**config.mk**
```make
export PLATFORM = sky130hd
export DESIGN_NAME = simd_alu_pipe
export DESIGN_NICKNAME = d
export VERILOG_FILES = /design/src/rtl/simd_alu_pipe.sv
export SDC_FILE = /design/constraint.sdc
export NUM_CORES = 1
export LEC_CHECK = 0
export BUFFER_PORTS_ARGS = -buffer_cell sky130_fd_sc_hd__buf_2
export CAP_MARGIN = 20
export CORE_MARGIN = 2
export CORE_UTILIZATION = 59
export DETAILED_ROUTE_END_ITERATION = 12
export PLACE_DENSITY = 0.8
export SLEW_MARGIN = 25
export SYNTH_ARGS = -nofsm -noshare
export SYNTH_HDL_FRONTEND = slang
export SYNTH_SLANG_ARGS = --single-unit
```
**constraint.sdc**
```tcl
create_clock -name clk -period 7.5 [get_ports clk]
set_input_delay 1.125 -clock clk [delete_from_list [all_inputs] [get_ports clk]]
set_output_delay 1.125 -clock clk [all_outputs]
set_load 0.1 [all_outputs]
```
**src/rtl/simd_alu_pipe.sv**
```systemverilog
// Two-stage pipelined SIMD ALU: run-time power-of-two lane grouping of SEG_W-bit
// segments, three-operand add/subtract with accumulator feedback and sticky overflow.
module simd_alu_pipe #(
    parameter int SEG_W   = 4,
    parameter int NUM_SEG = 8,
    parameter int MW      = $clog2(NUM_SEG) + 1
) (
    input  logic                       clk,
    input  logic                       reset,
    input  logic                       in_valid,
    input  logic [MW-1:0]              simd_mode,
    input  logic [1:0]                 op,
    input  logic                       sub,
    input  logic                       acc_en,
    input  logic [SEG_W*NUM_SEG-1:0]   W,
    input  logic [SEG_W*NUM_SEG-1:0]   X,
    input  logic [SEG_W*NUM_SEG-1:0]   Y,
    input  logic [SEG_W*NUM_SEG-1:0]   Z,
    input  logic [NUM_SEG-1:0]         cin,
    input  logic                       clr_flags,
    output logic                       out_valid,
    output logic [SEG_W*NUM_SEG-1:0]   S,
    output logic [NUM_SEG-1:0]         carry_out,
    output logic [NUM_SEG-1:0]         ovf
);

    localparam int N    = SEG_W * NUM_SEG;
    localparam int LOG2 = $clog2(NUM_SEG);

    // Stage 1: captured operands and controls
    logic               v1_q;
    logic [1:0]         op_q;
    logic               sub_q;
    logic               acc_q;
    logic [MW-1:0]      mode_q;
    logic [N-1:0]       w_q, x_q, y_q, z_q;
    logic [NUM_SEG-1:0] cin_q;

    // Stage 2: result registers
    logic               vo_q, vo_d;
    logic [N-1:0]       s_q, s_d;
    logic [NUM_SEG-1:0] co_q, co_d;
    logic [NUM_SEG-1:0] ovf_q, ovf_d;

    always_ff @(posedge clk) begin
        if (reset) begin
            v1_q   <= 1'b0;
            op_q   <= '0;
            sub_q  <= 1'b0;
            acc_q  <= 1'b0;
            mode_q <= '0;
            w_q    <= '0;
            x_q    <= '0;
            y_q    <= '0;
            z_q    <= '0;
            cin_q  <= '0;
        end else begin
            v1_q <= in_valid;
            if (in_valid) begin
                op_q   <= op;
                sub_q  <= sub;
                acc_q  <= acc_en;
                mode_q <= simd_mode;
                w_q    <= W;
                x_q    <= X;
                y_q    <= Y;
                z_q    <= Z;
                cin_q  <= cin;
            end
        end
    end

    logic [N-1:0]  zeff;
    logic [MW-1:0] m_eff;

    assign zeff  = acc_q ? s_q : z_q;
    assign m_eff = (mode_q > MW'(LOG2)) ? MW'(LOG2) : mode_q;

    // Every lane size is computed in parallel; the active one is OR-selected below.
    logic [LOG2+1:0][N-1:0]       s_chain;
    logic [LOG2+1:0][NUM_SEG-1:0] co_chain;
    logic [LOG2+1:0][NUM_SEG-1:0] ov_chain;

    assign s_chain[0]  = '0;
    assign co_chain[0] = '0;
    assign ov_chain[0] = '0;

    generate
        for (genvar gm = 0; gm <= LOG2; gm++) begin : g_mode
            localparam int SPAN = 1 << gm;
            localparam int L    = SEG_W * SPAN;
            localparam int LW   = L + 3;

            logic [N-1:0]       s_m;
            logic [NUM_SEG-1:0] co_m;
            logic [NUM_SEG-1:0] ov_m;
            logic               hit;

            assign hit = (m_eff == MW'(gm));

            for (genvar gi = 0; gi < NUM_SEG / SPAN; gi++) begin : g_lane
                localparam int LO     = gi * L;
                localparam int SEG_LO = gi * SPAN;

                logic [LW-1:0] wu, xu, yu, zu;
                logic [LW-1:0] ws, xs, ys, zs;
                logic [LW-1:0] cinx, tot_u, tot_s, sum_u, dif_u, res_s;
                logic          carry;
                logic          ovf_lane;

                // Three guard bits hold the exact unsigned and signed results.
                assign wu = {3'b000, w_q[LO +: L]};
                assign xu = {3'b000, x_q[LO +: L]};
                assign yu = {3'b000, y_q[LO +: L]};
                assign zu = {3'b000, zeff[LO +: L]};
                assign ws = {{3{w_q[LO+L-1]}}, w_q[LO +: L]};
                assign xs = {{3{x_q[LO+L-1]}}, x_q[LO +: L]};
                assign ys = {{3{y_q[LO+L-1]}}, y_q[LO +: L]};
                assign zs = {{3{zeff[LO+L-1]}}, zeff[LO +: L]};
                assign cinx = LW'(cin_q[SEG_LO]);

                assign tot_u = wu + xu + yu + cinx;
                assign tot_s = ws + xs + ys + cinx;
                assign sum_u = zu + tot_u;
                assign dif_u = zu - tot_u;
                assign res_s = sub_q ? (zs - tot_s) : (zs + tot_s);

                assign carry    = sub_q ? (zu < tot_u) : (sum_u[LW-1:L] != 3'b000);
                assign ovf_lane = (res_s[LW-1:L-1] != 4'b0000) && (res_s[LW-1:L-1] != 4'b1111);

                assign s_m[LO +: L]            = sub_q ? dif_u[L-1:0] : sum_u[L-1:0];
                assign co_m[SEG_LO +: SPAN]    = SPAN'(carry) << (SPAN - 1);
                assign ov_m[SEG_LO +: SPAN]    = SPAN'(ovf_lane) << (SPAN - 1);
            end

            assign s_chain[gm+1]  = s_chain[gm]  | ({N{hit}} & s_m);
            assign co_chain[gm+1] = co_chain[gm] | ({NUM_SEG{hit}} & co_m);
            assign ov_chain[gm+1] = ov_chain[gm] | ({NUM_SEG{hit}} & ov_m);
        end
    endgenerate

    // A flag set on the same edge as clr_flags survives the clear.
    always_comb begin
        vo_d  = v1_q;
        s_d   = s_q;
        co_d  = co_q;
        ovf_d = clr_flags ? '0 : ovf_q;
        if (v1_q) begin
            case (op_q)
                2'b00: begin
                    s_d   = s_chain[LOG2+1];
                    co_d  = co_chain[LOG2+1];
                    ovf_d = ovf_d | ov_chain[LOG2+1];
                end
                2'b01: begin
                    s_d  = x_q ^ zeff;
                    co_d = '0;
                end
                2'b10: begin
                    s_d  = x_q & zeff;
                    co_d = '0;
                end
                default: begin
                    s_d  = x_q | zeff;
                    co_d = '0;
                end
            endcase
        end
    end

    always_ff @(posedge clk) begin
        if (reset) begin
            vo_q  <= 1'b0;
            s_q   <= '0;
            co_q  <= '0;
            ovf_q <= '0;
        end else begin
            vo_q  <= vo_d;
            s_q   <= s_d;
            co_q  <= co_d;
            ovf_q <= ovf_d;
        end
    end

    assign out_valid = vo_q;
    assign S         = s_q;
    assign carry_out = co_q;
    assign ovf       = ovf_q;

endmodule

```
==> results of run 1 <==
==> where the power goes <==
| group | internal (mW) | total, mW | switching (mW) | leakage, nW |
|---|---|---|---|---|
| registers | 1.10 | 1.19 | 0.0927 | 1.60 |
| logic | 1.72 | 4.61 | 2.90 | 12.6 |
| clock network | 0.451 | 0.980 | 0.529 | 0.295 |
| total | 3.27 | 6.79 | 3.52 | 14.5 |
==> state kept, by name (all words and copies together), names as in the netlist <==
signal and cells:
S 32, w_q 32, x_q 32, y_q 32, z_q 32, carry_out 8, cin_q 8, ovf 8
mode_q 4, op_q 2, acc_q 1, out_valid 1, sub_q 1, v1_q 1
==> per-layer routing <==
layer  wire [um]  global-route usage [%]  share of wire (%)
met1       46000                    59.0                 44
met3       14300                    13.1                 14
met5          13                       0              0.013
met2       40100                    56.6                 39
met4        3190                    12.7                3.1
==> layout by cell type (no fill, tap or decap), types with 11 or more instances in the layout <==
cell       netlist  layout
nor2_1         421     420
ha_1           387     387
a21oi_1        307     307
inv_1          265     265
mux2i_1        225     225
nand2_1        219     219
xnor2_1        218     218
buf_2            7     194
dfxtp_1        194     190
o21ai_0        187     186
a21o_1          85      85
nor3_1          76      76
nand3_1         66      66
xor2_1          63      63
fa_1            63      63
o211ai_1        58      58
a31oi_1         56      56
nor2b_1         56      56
buf_4            0      49
a211oi_1        46      46
nand2b_1        40      40
o21bai_1        36      36
and3_1          35      35
o21a_1          34      34
nor4_1          31      31
nand4_1         26      26
or3_1           25      25
o31ai_1         25      25
and2_1          24      24
a211o_1         17      17
clkbuf_16        0      17
or2_2           16      16
a21boi_0        14      14
a221oi_1        14      14
a31o_2          11      11
o22ai_1         11      11
a2111oi_0       11      11
==> cells by family after synthesis <==
logic type	count (synthesis)
and+or+nand+nor	1071
DFF	194
AOI/OAI and AO/OA	1051
muxes	239
adders and majority gates	450
xor gates and xnor gates	286
buffers and inverters	440
==> cells in the mapped netlist (46+ instances only) <==
master    count
inv_1       265
clkbuf_1    128
o211ai_1     58
nor3_1       76
nand3_1      66
fa_1         63
xnor2_1     218
a211oi_1     46
nor2b_1      56
nor2_1      421
ha_1        387
a21o_1       85
mux2i_1     225
o21ai_0     187
xor2_1       63
a21oi_1     307
a31oi_1      56
dfxtp_1     194
nand2_1     219
==> through the flow <==
| stage | power (mW) | setup slack, ps | cells | hold WS (ps) | instance area [sq um] |
|---|---|---|---|---|---|
| floorplan | 4.55 | 1440 | 3731 | 456 | 28600 |
| finish | 6.79 | 534 | 4451 | 476 | 30700 |
| global route | 7.23 | 141 | 4451 | 497 | 30700 |
| global placement | 5.60 | 726 | 4419 | 451 | 30100 |
| CTS | 6.65 | 671 | 4451 | 479 | 30700 |
| detailed placement | 5.64 | 697 | 4419 | 467 | 30100 |
==> layout make-up <==
class | instances | area (sq um)
clock inverters | 15 | 184
inverters | 268 | 1010
repair buffers | 245 | 1360
flip-flops and latches | 194 | 3890
well taps | 615 | 769
multi-input cells | 3097 | 23000
fillers | 4332 | 17100
clock buffers | 17 | 425
==> worst max path at each step <==
stage / from / endpoint / slack (ps) / cells after the start
2_1_floorplan: x_q[0] / ovf[7] / 1440 / 24
3_3_place_gp: x_q[1] / ovf[7] / 730 / 24
3_5_place_dp: x_q[1] / ovf[7] / 700 / 23
4_1_cts: x_q[1] / ovf[7] / 670 / 24
5_1_grt: x_q[0] / ovf[7] / 140 / 24
6_report: x_q[0] / ovf[7] / 530 / 23
==> worst reg2reg max path: stages, from the launching register on <==
cell     delay (ps)
dfxtp_1         420
fa_1            450
ha_1            240
fa_1            430
a21o_1          310
a21oi_1         660
mux2_2          430
a31oi_1         310
and3_1          310
nand3_1         180
nor4b_4         480
a21oi_1         160
xnor2_1         160
ha_1            390
and3_1          180
nor2b_1         150
and3_1          230
a22oi_1         180
o21ai_0         130
a211o_1         360
a211o_1         240
a21oi_1         150
mux2i_1         100
a22o_1          230
==> results.py, run 1 <==
metrics = {
    "global_routing": {
        "grt_pass1_wl_um": 157000,
        "grt_usage_pct": 40.7,
        "grt_pass1_vias": 26502,
        "antenna_found_initial": 3,
        "grt_overflow": 0,
        "grt_max_degree": 76,
    },
    "synthesis": {
        "yosysTopAreaCellShare_pct": 16.9,
        "syn-num-nets": 4329,
        "synth_seq_cells": 194,
        "synth-simple-area-share_pct": 17.6,
        "yosysSeqAreaShare_pct": 13.6,
        "yosysTopAreaCell": "ha_1",
        "synth_ff_type": "dfxtp_1",
        "async_flop_share_pct": 0,
        "synth_top_family_by_area": "compound AO/OA/AOI/OAI gates",
        "postSynthAreaPerCell_sq_um": 7.66,
        "synthCells": 3731,
        "synth_compound_area_share_pct": 24.1,
        "synthAdderAreaFrac_pct": 21.3,
        "synth-edff-count": 0,
        "yosys-top-cells-area": "ha_1 (17%), dfxtp_1 (14%), mux2i_1 (7.9%)",
        "ys_warn_count": 0,
        "synth_mux_area_share_pct": 8.59,
        "synth_xor_area_share_pct": 8.95,
        "post_synth_num_cell_types": 97,
        "synthesis.area_sq_um": 28600,
    },
    "timing": {
        "rsz0062_at_grt": "false",
        "relSlewSlack_pct": 22.9,
        "clock_skew_ps": 32.4,
        "setup_viol": 0,
        "timing.final.crit_share_pct": 92.9,
        "min_period_ps": 6970,
        "finalSetupTns_ps": 0,
        "finalHoldViolations": 0,
        "slew_viol_final": 0,
        "fmax_ghz": 0.144,
        "worst_pin_slew_ps": 1160,
    },
    "die": {
        "io_pins": 197,
        "rows": 80,
        "chipHeight_um": 224,
        "die-area_sq_um": 50200,
        "core_area_sq_um": 47700,
        "die_x_um": 224,
        "start_util_pct": 59.9,
    },
    "status": {
        "status": "complete, no violations",
    },
    "critical_path": {
        "path_max_fanout": 6,
        "crit_chain": "fa_1 -> ha_1 -> fa_1 -> a21o_1 -> a21oi_1 -> mux2_2 -> a31oi_1 -> and3_1 -> nand3_1 -> nor4b_4 -> a21oi_1 -> xnor2_1 -> ha_1 -> and3_1 -> nor2b_1 -> and3_1 -> a22oi_1 -> o21ai_0 -> a211o_1 -> a211o_1 -> a21oi_1 -> mux2i_1 -> a22o_1",
        "cp_slowest_cell": "a21oi_1",
        "rr_endpoint": "ovf[7]",
        "rrSetupSlack_ps": 530,
        "startpoint_type": "flop",
        "crit_path_end_kind": "flop",
        "crit_family": "compound AO/OA/AOI/OAI gates",
        "cp_slowest_stage_delay_ps": 660,
        "crit_required_ps": 7920,
        "worstPathBufferInverterCount": 0,
        "cp.arrival_ps": 7390,
        "path_class": "reg -> reg",
        "ff2ff_path_depth": 23,
        "r2r_start": "x_q[0]",
    },
    "routing": {
        "wire_per_inst_um": 23.3,
        "drc": 0,
        "final_antenna_net_count": 0,
        "postRouteWirelength_um": 104000,
        "drt_first_pass_iters": 8,
        "num_vias": 29138,
        "post_drt_via_cell_ratio": 6.55,
        "drt_iter0_drc": 3179,
    },
    "clock_network": {
        "cts_buffers": 17,
        "clock_sinks": 194,
        "h-tree-depth": 4,
        "clk_pin_slew_ps": 90,
        "cts_resized": 0,
        "postCtsHoldBufs": 0,
        "tritoncts": "done",
        "clock_path_buffers": 2,
        "clk_latency_ps": 540,
        "post_cts_buffers": 0,
        "root_buffer": "clkbuf_16",
    },
    "cells_and_area": {
        "antenna_cells": 0,
        "drive_gt1_share_pct": 9.10,
        "nNetsFinal": 4421,
        "syn_to_final_growth_pct": 7.32,
        "post-route-util_pct": 64.3,
    },
    "power": {
        "irDropWorstVdd_uv": 249,
        "power_density_nw_per_um2": 221,
        "cellLeakagePower_nw": 14.5,
    },
    "place": {
        "io_buffers": 196,
        "routabilityCongestion": 1.05,
        "dp_hpwl_um": 82300,
    },
    "hold_path": {
        "min_to": "carry_out[2]",
        "hold_class": "reg -> reg",
        "hold_depth": 2,
        "min_from": "carry_out[2]",
    },
    "run": {
        "maxCapViolations": 0,
    },
}
(Power assumes the default switching activity.)
==> inputs of run 2 (changes only) <==
--- a/config.mk
+++ b/config.mk
@@ -7,6 +7,7 @@
 export LEC_CHECK = 0
 export BUFFER_PORTS_ARGS = -buffer_cell sky130_fd_sc_hd__buf_2
 export CAP_MARGIN = 20
+export CORE_ASPECT_RATIO = 1.1
 export CORE_MARGIN = 2
 export CORE_UTILIZATION = 59
 export DETAILED_ROUTE_END_ITERATION = 12
==> results.py, run 2 (synthesized netlist as in run 1, its figures left out) <==
metrics = {
    "critical_path": {
        "cp.arrival_ps": 7520,
        "rr_endpoint": "ovf[7]",
        "crit_path_end_kind": "flop",
        "crit_required_ps": 7910,
        "path_class": "reg -> reg",
        "path_max_fanout": 6,
        "startpoint_type": "flop",
        "r2r_start": "x_q[1]",
        "rrSetupSlack_ps": 400,
        "crit_path_start": "x_q[1]",
        "ff2ff_path_depth": 23,
    },
    "die": {
        "start_util_pct": 59.8,
        "rows": 84,
        "io_pins": 197,
        "die-area_sq_um": 50200,
        "die_x_um": 214,
        "chipHeight_um": 235,
        "core_area_sq_um": 47800,
    },
    "timing": {
        "rsz0062_at_grt": "false",
        "finalSetupTns_ps": 0,
        "slew_viol_final": 0,
        "setup_viol": 0,
        "clock_skew_ps": 18.5,
        "worst_pin_slew_ps": 1060,
        "finalHoldViolations": 0,
        "fmax_ghz": 0.141,
        "layout_setup_ws_ps": 395,
        "timing.final.crit_share_pct": 94.7,
        "relSlewSlack_pct": 29.2,
        "min_period_ps": 7100,
    },
    "global_routing": {
        "grt_usage_pct": 40.4,
        "grt_overflow": 0,
        "antenna_found_initial": 5,
        "grt_pass1_wl_um": 155000,
        "grt_pass1_vias": 27004,
        "grt_max_degree": 120,
    },
    "place": {
        "dp_hpwl_um": 80500,
        "routabilityCongestion": 1.05,
        "io_buffers": 196,
        "dp_slack_ps": 549,
    },
    "status": {
        "status": "complete, no violations",
    },
    "hold_path": {
        "hold_class": "reg -> reg",
        "min_to": "carry_out[4]",
        "min_from": "carry_out[4]",
        "hold_depth": 2,
    },
    "clock_network": {
        "root_buffer": "clkbuf_16",
        "h-tree-depth": 4,
        "clk_pin_slew_ps": 80,
        "cts_buffers": 17,
        "post_cts_buffers": 0,
        "tritoncts": "done",
        "clock_sinks": 194,
        "postCtsHoldBufs": 0,
        "clk_latency_ps": 510,
        "cts_resized": 0,
        "clock_path_buffers": 2,
    },
    "power": {
        "cellLeakagePower_nw": 14.4,
        "power_density_nw_per_um2": 219,
        "irDropWorstVdd_uv": 152,
    },
    "run": {
        "maxCapViolations": 0,
    },
    "routing": {
        "drt_iter0_drc": 3077,
        "num_vias": 28885,
        "postRouteWirelength_um": 103000,
        "final_antenna_net_count": 0,
        "wire_per_inst_um": 23.0,
        "drc": 0,
        "drt_first_pass_iters": 8,
        "post_drt_via_cell_ratio": 6.45,
    },
    "cells_and_area": {
        "final_common_cell": "nor2_1",
        "syn_to_final_growth_pct": 7.20,
        "drive_gt1_share_pct": 8.88,
        "mostFrequentLayoutCells": "nor2_1 (421), ha_1 (387), a21oi_1 (307)",
        "nNetsFinal": 4415,
    },
}
==> run 2: changes by cell type in the layout (fill, tap and decap cells not counted), sizes merged <==
cell	delta
clkinv	-5
bufinv	+1
clkinvlp	+1
diode	+2
buf	-6
inv	+1
==> run 2: routing by layer <==
layer / vias up / GRT usage [%] / routed length (um)
met5: - / 0 / 26
met1: 13335 / 45.1 / 37400
met3: 506 / 9.73 / 9240
met2: 1497 / 63.5 / 45500
met4: 4 / 36.1 / 10900
li1: 13543 / - / -
==> run 2: critical path: stages, from the launching register on <==
cell and delay, ps:
dfxtp_1 410, fa_1 490, ha_1 340, a211oi_1 660, nor4_1 150, a2111oi_1 730
o21ai_1 140, xnor2_1 260, or4_4 650, nor4_4 390, and2_1 220, a31oi_1 100
xnor2_1 170, ha_1 360, and3_1 190, nor2b_1 150, and3_1 220, a22oi_1 180
o21ai_0 120, a211o_1 360, a211o_1 250, a21oi_1 150, mux2i_1 100, a22o_1 230
==> run 2: metrics by stage <==
step | power, mW | hold WS [ps] | util, % | instances | cell area, sq um
finish | 6.70 | 470 | 64.1 | 4475 | 30700
global route | 7.15 | 486 | 64.1 | 4474 | 30600
floorplan | 4.55 | 456 | - | 3731 | 28600
global placement | 5.57 | 458 | 62.9 | 4443 | 30100
CTS | 6.59 | 469 | 64.1 | 4473 | 30600
detailed placement | 5.61 | 457 | 62.9 | 4443 | 30100
==> run 2: cell type report <==
cell class,instances,area [sq um]
Antenna cell,2,5.00
Clock inverter,13,141
Timing Repair Buffer,239,1330
Tap cell,645,807
Inverter,268,1010
Multi-Input combinational cell,3097,23000
Fill cell,4346,17200
Clock buffer,17,425
Sequential cell,194,3890
==> run 2: where the power goes <==
part           internal (mW)  switching, mW  total (mW)
logic                   1.71           2.84        4.55
clock network          0.466          0.490       0.956
registers               1.10         0.0995        1.20
total                   3.27           3.43        6.70
==> run 2: worst max-delay path by stage <==
stage,depth (start not counted),slack [ps],to
2_1_floorplan,24,1440,ovf[7]
3_3_place_gp,23,610,ovf[7]
3_5_place_dp,23,550,ovf[7]
4_1_cts,23,520,ovf[7]
5_1_grt,23,80,ovf[7]
6_report,23,400,ovf[7]
